File: src/rtl/cla_pkg.sv
// Shared types and generate/propagate helpers for the pipelined carry-lookahead adder.
// Stage payload fields are sized to CLA_MAX_WIDTH; narrower instances leave the upper bits at zero.
package cla_pkg;

   localparam int CLA_WIDTH     = 16;
   localparam int CLA_GROUP     = 4;
   localparam int CLA_MAX_WIDTH = 64;

   typedef struct packed {
      logic g;
      logic p;
   } gp_t;

   // One pipeline stage: resolved sum bits, pending operands, carry out of the last slice,
   // and the carry into the MSB of the last slice resolved so far.
   typedef struct packed {
      logic [CLA_MAX_WIDTH-1:0] s;
      logic [CLA_MAX_WIDTH-1:0] a;
      logic [CLA_MAX_WIDTH-1:0] b;
      logic                     c;
      logic                     c_msb;
   } stage_t;

   function automatic gp_t bit_gp(input logic a, input logic b);
      gp_t r;
      r.g = a & b;
      r.p = a ^ b;
      return r;
   endfunction

   // Group generate/propagate for a higher span sitting on top of a lower span.
   function automatic gp_t gp_combine(input gp_t hi, input gp_t lo);
      gp_t r;
      r.g = hi.g | (hi.p & lo.g);
      r.p = hi.p & lo.p;
      return r;
   endfunction

endpackage

File: src/rtl/cla_group.sv
// GROUP-bit combinational carry-lookahead slice; also exposes the carry into its MSB
// so the top level can form signed overflow.
module cla_group
   import cla_pkg::*;
#(
   parameter int GROUP = CLA_GROUP
) (
   input  logic [GROUP-1:0] a,
   input  logic [GROUP-1:0] b,
   input  logic             ci,
   output logic [GROUP-1:0] s,
   output logic             co,
   output logic             c_msb
);

   gp_t            bgp [GROUP];
   gp_t            pre [GROUP];
   logic [GROUP:0] c;

   always_comb begin
      // NOTE: combinational blocks use blocking assignments so each prefix term sees the one just computed.
      for (int i = 0; i < GROUP; i++) bgp[i] = bit_gp(a[i], b[i]);
      pre[0] = bgp[0];
      for (int i = 1; i < GROUP; i++) pre[i] = gp_combine(bgp[i], pre[i-1]);
      c[0] = ci;
      for (int i = 0; i < GROUP; i++) c[i+1] = pre[i].g | (pre[i].p & ci);
      for (int i = 0; i < GROUP; i++) s[i] = bgp[i].p ^ c[i];
   end

   assign co    = c[GROUP];
   assign c_msb = c[GROUP-1];

endmodule

File: src/rtl/cla_pipe_adder.sv
// Pipelined carry-lookahead adder/subtractor: one GROUP-bit slice resolved per stage,
// carry registered between stages, valid/ready handshake with full backpressure.
module cla_pipe_adder
   import cla_pkg::*;
#(
   parameter int WIDTH = CLA_WIDTH,
   parameter int GROUP = CLA_GROUP
) (
   input  logic             clk,
   input  logic             rst,
   input  logic             in_valid,
   output logic             in_ready,
   input  logic [WIDTH-1:0] a,
   input  logic [WIDTH-1:0] b,
   input  logic             cin,
   input  logic             sub,
   output logic             out_valid,
   input  logic             out_ready,
   output logic [WIDTH-1:0] sum,
   output logic             cout,
   output logic             ovf
);

   localparam int STAGES = WIDTH / GROUP;

   if (GROUP < 1 || WIDTH < GROUP || (WIDTH % GROUP) != 0 || WIDTH > CLA_MAX_WIDTH) begin : g_bad_params
      $error("cla_pipe_adder: WIDTH must be a multiple of GROUP, at least GROUP, at most CLA_MAX_WIDTH");
   end

   stage_t              in_stage;
   stage_t              pipe [STAGES];
   stage_t              nxt  [STAGES];
   logic [STAGES-1:0]   vld;
   logic [STAGES-1:0]   vin;
   logic [STAGES-1:0]   rdy;

   always_comb begin
      // NOTE: every field gets a default first so no bit is left holding state (no latch).
      in_stage              = '0;
      in_stage.a[WIDTH-1:0] = a;
      in_stage.b[WIDTH-1:0] = sub ? ~b : b;
      in_stage.c            = sub | cin;
   end

   for (genvar k = 0; k < STAGES; k++) begin : g_stage
      stage_t           src;
      stage_t           n;
      logic [GROUP-1:0] slice_s;
      logic             slice_co;
      logic             slice_c_msb;

      if (k == 0) begin : g_first
         assign src    = in_stage;
         assign vin[k] = in_valid;
      end else begin : g_rest
         assign src    = pipe[k-1];
         assign vin[k] = vld[k-1];
      end

      cla_group #(.GROUP(GROUP)) u_cla (
         .a     (src.a[k*GROUP +: GROUP]),
         .b     (src.b[k*GROUP +: GROUP]),
         .ci    (src.c),
         .s     (slice_s),
         .co    (slice_co),
         .c_msb (slice_c_msb)
      );

      always_comb begin
         n                        = src;
         n.s[k*GROUP +: GROUP]    = slice_s;
         n.c                      = slice_co;
         n.c_msb                  = slice_c_msb;
      end

      assign nxt[k] = n;

      // A stage can take a beat unless it and every stage ahead of it are full and stalled.
      assign rdy[k] = out_ready | ~(&vld[STAGES-1:k]);
   end

   always_ff @(posedge clk) begin
      if (rst) begin
         vld <= '0;
         // NOTE: payload registers are reset too, so flags and sum read as zero, never X, after reset.
         for (int k = 0; k < STAGES; k++) pipe[k] <= '0;
      end else begin
         for (int k = 0; k < STAGES; k++) begin
            if (rdy[k]) begin
               vld[k] <= vin[k];
               if (vin[k]) pipe[k] <= nxt[k];
            end
         end
      end
   end

   assign in_ready  = rdy[0];
   assign out_valid = vld[STAGES-1];
   assign sum       = pipe[STAGES-1].s[WIDTH-1:0];
   assign cout      = pipe[STAGES-1].c;
   assign ovf       = pipe[STAGES-1].c ^ pipe[STAGES-1].c_msb;

endmodule
File: config.mk
export PLATFORM = sky130hd
export DESIGN_NAME = cla_pipe_adder
export DESIGN_NICKNAME = d
export VERILOG_FILES = /design/src/rtl/cla_pkg.sv /design/src/rtl/cla_group.sv /design/src/rtl/cla_pipe_adder.sv
export SDC_FILE = /design/constraint.sdc
export NUM_CORES = 1
export LEC_CHECK = 0
export BUFFER_PORTS_ARGS = -buffer_cell sky130_fd_sc_hd__buf_2
export CAP_MARGIN = 5
export CELL_PAD_IN_SITES_DETAIL_PLACEMENT = 1
export CELL_PAD_IN_SITES_GLOBAL_PLACEMENT = 1
export CORE_MARGIN = 8
export CORE_UTILIZATION = 47
export CTS_CLUSTER_DIAMETER = 60
export DETAILED_ROUTE_END_ITERATION = 6
export GPL_ROUTABILITY_DRIVEN = 0
export PLACE_DENSITY = 0.84
export SYNTH_ARGS = -nofsm -noshare
export SYNTH_HDL_FRONTEND = slang
export SYNTH_SLANG_ARGS = --single-unit
export TNS_END_PERCENT = 50
File: constraint.sdc
create_clock -name clk -period 2 [get_ports clk]
set_input_delay 0.1 -clock clk [delete_from_list [all_inputs] [get_ports clk]]
set_output_delay 0.1 -clock clk [all_outputs]
set_load 0.1 [all_outputs]
==> impl_metrics.csv, run 1 <==
group,metric,value,unit
clocking,path_clk_slew,0.09,ns
route,drt_iter0_markers,76,
place,portBuffers,57,
timing,period_share,87.6,%
min_path,min_from,"a[9]",
global_route,first_global_vias,2869,
timing,fin_crit,1.75,ns
finish,final_nets,442,
route,drt_first_pass_iters,4,
critical_path,worst_setup_path_start_kind,"flop",
finish,final_util,52.8,%
finish,layout_common_cells,"edfxtp_1 (93), buf_2 (57), and3_1 (36)",
power,p_seq_share,59.8,%
power,p_comb_share,13.2,%
route,viasPerCell,4.95,
clocking,cts-buffers-inserted,9,
min_path,hp-class,"in -> reg",
finish,drive_above_1_share,22.7,%
critical_path,r2r_cells,2,
global_route,grt_pass1_wl,13900,microns
critical_path,endpoint_kind,"output pin",
clocking,clkLatencyLatePin,0.36,ns
timing,maxSlewHeadroom,39.9,%
route,wl_per_cell,15.6,microns
clocking,ctsHoldBuffers,1,
logic_synthesis,synth_fp_nets,397,
logic_synthesis,ys_ff_latch,97,
floorplan,dieArea,13100,sq um
clocking,tritoncts,"built",
critical_path,r2r-start,"vld[2]",
logic_synthesis,ys.flop_type,"edfxtp_1",
route,num_vias,2580,
finish,fillers,993,
logic_synthesis,yosysWarnings,0,
logic_synthesis,synth-edff-count,93,
logic_synthesis,ys_seq_area_share,63.1,%
floorplan,dieHeight,114,microns
critical_path,r2r_slack,0.25,ns
route,antenna_left,0,
power,power_switching,1050,uW
timing,hold_viol_final,0,
route,route.met3.wl,446,microns
floorplan,core-area,9590,sq um
finish,layout_commonest_cell,"edfxtp_1",
min_path,min_to,"pipe[0][75]",
critical_path,crit_required,1.90,ns
critical_path,cp.arrival,1.65,ns
min_path,min_delay_path_depth,2,
logic_synthesis,syn_inst,339,
place,pre_cts_slack,0.248,ns
clocking,cts_setup_buffers,0,
timing,setup_viol_count_final,0,
clocking,clockBufferDepth,2,
route,met2WireLength,4070,microns
power,powerDensity,792,nW/um^2
timing,setup_ws,0.248,ns
critical_path,r2r-end,"pipe[1][81]",
global_route,antenna_found_initial,0,
power,switching_share,26.1,%
timing,rsz0062_at_grt,"false",
critical_path,path_class,"reg -> out",
power,ir_drop,0.000336,V
floorplan,ios,58,
timing,maxSlewViolCount,0,
clocking,cts_root_buf,"clkbuf_8",
clocking,cts_resized,0,
route,wl_met1,3480,microns
floorplan,initial_core_util,47.5,%
power,power_frac_clock,27.0,%
timing,holdWs,0.0161,ns
critical_path,crit_fanout,7,
route,dr.max_layer_used,"met4",
finish,antenna_cells,0,
power,cellLeakagePower,0.00218,uW
timing,max_freq,571,MHz
finish,areaGrowthSynthToFinish,11.1,%
route,drc_errors,0,
clocking,cts.sinks,97,
global_route,grt_overflow,0,
logic_synthesis,synth_cell_types,47,
timing,setup_tns,0,ns
logic_synthesis,ys_async_sr_fraction,0,%
outcome,status,"completed",
power,cellInternalPower,2970,uW
timing,clock_skew,0.00924,ns
logic_synthesis,avgSynthCellArea,13.4,sq um
flow_run,maxCapViolCount,0,
clocking,htreeDepth,3,
floorplan,die_w,114,microns
route,wirelength,8130,microns
place,dpl.hpwl,6330,microns
floorplan,num_rows,36,
global_route,grt_usage,13.6,%
logic_synthesis,synth_area,4560,sq um
timing,worst_pin_slew,0.901,ns
global_route,grt_max_degree,30,
## final cells by class
class                   instances  area [sq um]  share of cell area (%)
inverters                      14          52.6                    1.04
clock buffers                   9           124                    2.45
well taps                     133           166                    3.29
repair buffers                 64           343                    6.77
clock inverters                 6          36.3                   0.717
multi-input cells             198          1460                    28.9
flip-flops and latches         97          2880                    56.8
## cells by family (layout without fill, tap and decap cells)
logic type	Yosys count	in the layout	share of synthesized area [%]
muxes	4	4	0.879
DFF	97	97	63.1
and+or+nand+nor	116	116	14.7
xor gates and xnor gates	21	21	4.04
AOI/OAI and AO/OA	37	37	5.96
adders and majority gates	20	20	6.15
buffers and inverters	44	93	5.19
## worst max path at each step
stage | slack [ns] | to | cells after the start | startpoint
after floorplan | 0.01 | ovf | 1 | pipe[3][1]
after global placement | 0.33 | pipe[3][145] | 4 | pipe[2][14]
after detailed placement | 0.25 | pipe[0][7] | 3 | vld[2]
after CTS | 0.23 | in_ready | 3 | vld[2]
after global routing | 0.08 | pipe[0][7] | 3 | vld[2]
final | 0.25 | in_ready | 3 | vld[2]
## power groups by stage
stage	clock network [uW]	logic, uW	registers (uW)
global route	1200	581	2410
finish	1080	530	2400
detailed placement	0	531	2450
floorplan	0	412	2440
global placement	0	502	2440
CTS	1110	536	2400
## sequential cells by signal, summed over array words and instances, names as in the netlist
signal,flops
pipe,93
vld,4
## synthesized netlist by cell type, types with 3 or more instances
library cell | n | area, sq um
a21o_1 | 8 | 60.1
dfxtp_1 | 4 | 80.1
nor2_1 | 27 | 101
fa_1 | 4 | 80.1
a21oi_1 | 4 | 20.0
buf_4 | 17 | 128
xnor2_1 | 13 | 114
and3_1 | 36 | 225
nand2b_1 | 3 | 18.8
ha_1 | 16 | 200
xor2_1 | 8 | 70.1
buf_2 | 6 | 30.0
edfxtp_1 | 93 | 2790
inv_1 | 13 | 48.8
o21ai_0 | 4 | 20.0
mux2i_1 | 4 | 40.0
clkbuf_1 | 7 | 26.3
nand2_1 | 3 | 11.3
a211oi_1 | 6 | 45.0
nor3_1 | 4 | 20.0
nor2b_1 | 3 | 18.8
and2_1 | 25 | 156
## metal layers
layer | vias to the layer above | GRT usage (%)
met1 | 1212 | 14.9
li1 | 1293 | -
met3 | 9 | 4.06
met5 | - | 0
met2 | 66 | 23.6
met4 | 0 | 6.12
## per-stage QoR
| step | power (uW) | instance area (sq um) | instances |
|---|---|---|---|
| after floorplan | 2850 | 4580 | 339 |
| after global placement | 2940 | 4880 | 504 |
| after detailed placement | 2980 | 4880 | 504 |
| after CTS | 4040 | 5050 | 520 |
| after global routing | 4190 | 5060 | 521 |
| final | 4010 | 5060 | 521 |
## worst max-delay path, stage by stage, from the launching register on
cell,delay [ns]
dfxtp_1,0.49
and4b_1,0.39
nand2_2,0.10
buf_2,0.31
Note: power is estimated with default switching activity, not from simulation.
==> inputs of run 2 (changes only) <==
--- a/config.mk
+++ b/config.mk
@@ -9,12 +9,13 @@
 export CAP_MARGIN = 5
 export CELL_PAD_IN_SITES_DETAIL_PLACEMENT = 1
 export CELL_PAD_IN_SITES_GLOBAL_PLACEMENT = 1
-export CORE_MARGIN = 8
+export CORE_MARGIN = 1.5
 export CORE_UTILIZATION = 47
 export CTS_CLUSTER_DIAMETER = 60
 export DETAILED_ROUTE_END_ITERATION = 6
 export GPL_ROUTABILITY_DRIVEN = 0
-export PLACE_DENSITY = 0.84
+export HOLD_SLACK_MARGIN = 0.15
+export PLACE_DENSITY = 0.81
 export SYNTH_ARGS = -nofsm -noshare
 export SYNTH_HDL_FRONTEND = slang
 export SYNTH_SLANG_ARGS = --single-unit
==> run 2 against run 1 <==
  * Register-to-register slack lost 0.06 ns
  * Routed wire length shrank 2.9%
  * Worst setup slack lost 0.085 ns
  * Power grew 4.7%
  * Sequential power is essentially flat
  * Critical path depth grew 3
  * Critical path type is now in -> reg
  * Largest cell class unchanged
  * Largest power group unchanged
==> impl_metrics.csv, run 2 (same netlist as run 1, synthesis figures left out) <==
group,metric,value,unit
outcome,status,"completed",
global_route,grt_usage,16.4,%
critical_path,cp_cell_sequence,"dlygate4sd3_1 > buf_2 > nand4b_2 > buf_4 > o21ai_2 > nor2_1",
finish,final_nets,469,
timing,maxSlewViolCount,0,
power,cellLeakagePower,0.00232,uW
critical_path,slowest_delay,0.54,ns
route,drt_iter0_markers,62,
min_path,hp-class,"in -> reg",
clocking,clockBufferDepth,2,
global_route,antenna_found_initial,0,
finish,largest_reg_flops,93,
critical_path,cpLargestDelayFamily,"buffers and inverters",
min_path,min_from,"a[0]",
route,antenna_left,0,
route,wl_per_cell,14.5,microns
critical_path,endpoint_kind,"flop",
min_path,min_to,"pipe[0][130]",
place,placed_area,4880,sq um
route,wirelength,7890,microns
finish,final_util,57.4,%
clocking,cts-buffers-inserted,9,
critical_path,startpoint,"out_ready",
finish,drive_above_1_share,22.1,%
floorplan,initial_core_util,48.8,%
critical_path,r2r_slack,0.19,ns
timing,clock_skew,0.00823,ns
place,pre_cts_slack,0.195,ns
route,drt_first_pass_iters,4,
finish,layout_commonest_cell,"edfxtp_1",
finish,final_area,5360,sq um
clocking,cts.sinks,97,
global_route,grt_overflow,0,
finish,fillers,931,
route,num_vias,2699,
power,powerDensity,784,nW/um^2
critical_path,r2r-end,"pipe[0][9]",
floorplan,ios,58,
min_path,min_delay_path_depth,3,
timing,period_share,91.8,%
clocking,cts_root_buf,"clkbuf_8",
finish,antenna_cells,0,
finish,layout_common_cells,"edfxtp_1 (93), buf_2 (57), and3_1 (36)",
critical_path,crit_fanout,19,
floorplan,die_w,101,microns
timing,setup_viol_count_final,0,
floorplan,dieArea,10300,sq um
clocking,clkLatencyLatePin,0.36,ns
finish,areaGrowthSynthToFinish,17.6,%
finish,regArea,2880,sq um
critical_path,cp.arrival,1.93,ns
clocking,tritoncts,"built",
finish,multi_input_area,1460,sq um
clocking,path_clk_slew,0.10,ns
finish,top_register,"pipe",
place,dpl.hpwl,5580,microns
timing,setup_tns,0,ns
place,placed_cells,501,
timing,maxSlewHeadroom,39.4,%
power,ir_drop,0.000304,V
route,viasPerCell,4.95,
global_route,grt_max_degree,30,
critical_path,r2r-start,"vld[2]",
global_route,first_global_vias,2814,
floorplan,num_rows,35,
finish,reg.largest.list,"pipe x93, vld x4",
clocking,cts_setup_buffers,0,
critical_path,path_class,"in -> reg",
timing,setup_ws,0.163,ns
critical_path,r2r_cells,4,
timing,worst_pin_slew,0.909,ns
timing,hold_viol_final,0,
critical_path,crit_required,2.10,ns
finish,stdcell_count,545,
critical_path,cp_num_buf_inv,3,
clocking,ctsHoldBuffers,27,
timing,max_freq,544,MHz
route,drc_errors,0,
timing,fin_crit,1.84,ns
floorplan,core-area,9330,sq um
floorplan,dieHeight,101,microns
flow_run,maxCapViolCount,0,
clocking,cts_resized,0,
clocking,htreeDepth,3,
critical_path,critical_path.slowest_cell,"dlygate4sd3_1",
critical_path,worst_setup_path_start_kind,"input port",
global_route,grt_pass1_wl,12900,microns
timing,rsz0062_at_grt,"false",
place,portBuffers,57,
[run 2: power breakdown]
part	switching (uW)	total [uW]	internal, uW
clock	751	1240	490
combinational	358	563	205
sequential	41.9	2400	2360
total	1150	4200	3050
[run 2: layout make-up]
class | count | area share [%]
Sequential cell | 97 | 53.7
Multi-Input combinational cell | 198 | 27.3
Timing Repair Buffer | 91 | 11.4
Tap cell | 129 | 3.01
Clock buffer | 9 | 2.31
Clock inverter | 7 | 1.28
Inverter | 14 | 0.981
[run 2: worst max path at each step]
stage / end / slack, ns / cells after the start
global placement: pipe[3][145] / 0.34 / 4
floorplan: ovf / 0.01 / 1
detailed placement: pipe[0][9] / 0.20 / 4
global route: pipe[0][9] / 0.08 / 4
finish: pipe[0][9] / 0.16 / 6
CTS: pipe[0][9] / 0.16 / 6
[run 2: worst reg2reg max path, delay by kind of cell, from the launching register on]
family                 cells  cell delay [ns]
AO/OA/AOI/OAI              1             0.53
AND/OR/NAND/NOR            2             0.32
flip-flops                 1             0.47
buffers and inverters      1             0.23
[run 2: routing by layer]
layer | vias up | global-route usage, % | wire (microns)
li1 | 1347 | - | -
met1 | 1270 | 18.4 | 3410
met2 | 71 | 30.8 | 4060
met3 | 11 | 2.42 | 263
met4 | 0 | 7.37 | 152
met5 | - | 0 | 0
[run 2: per-stage QoR]
step	hold slack, ns	power (uW)
after floorplan	0.217	2850
after global placement	0.376	2940
after detailed placement	0.382	2970
after CTS	0.158	4220
after global routing	0.242	4340
final	0.220	4200
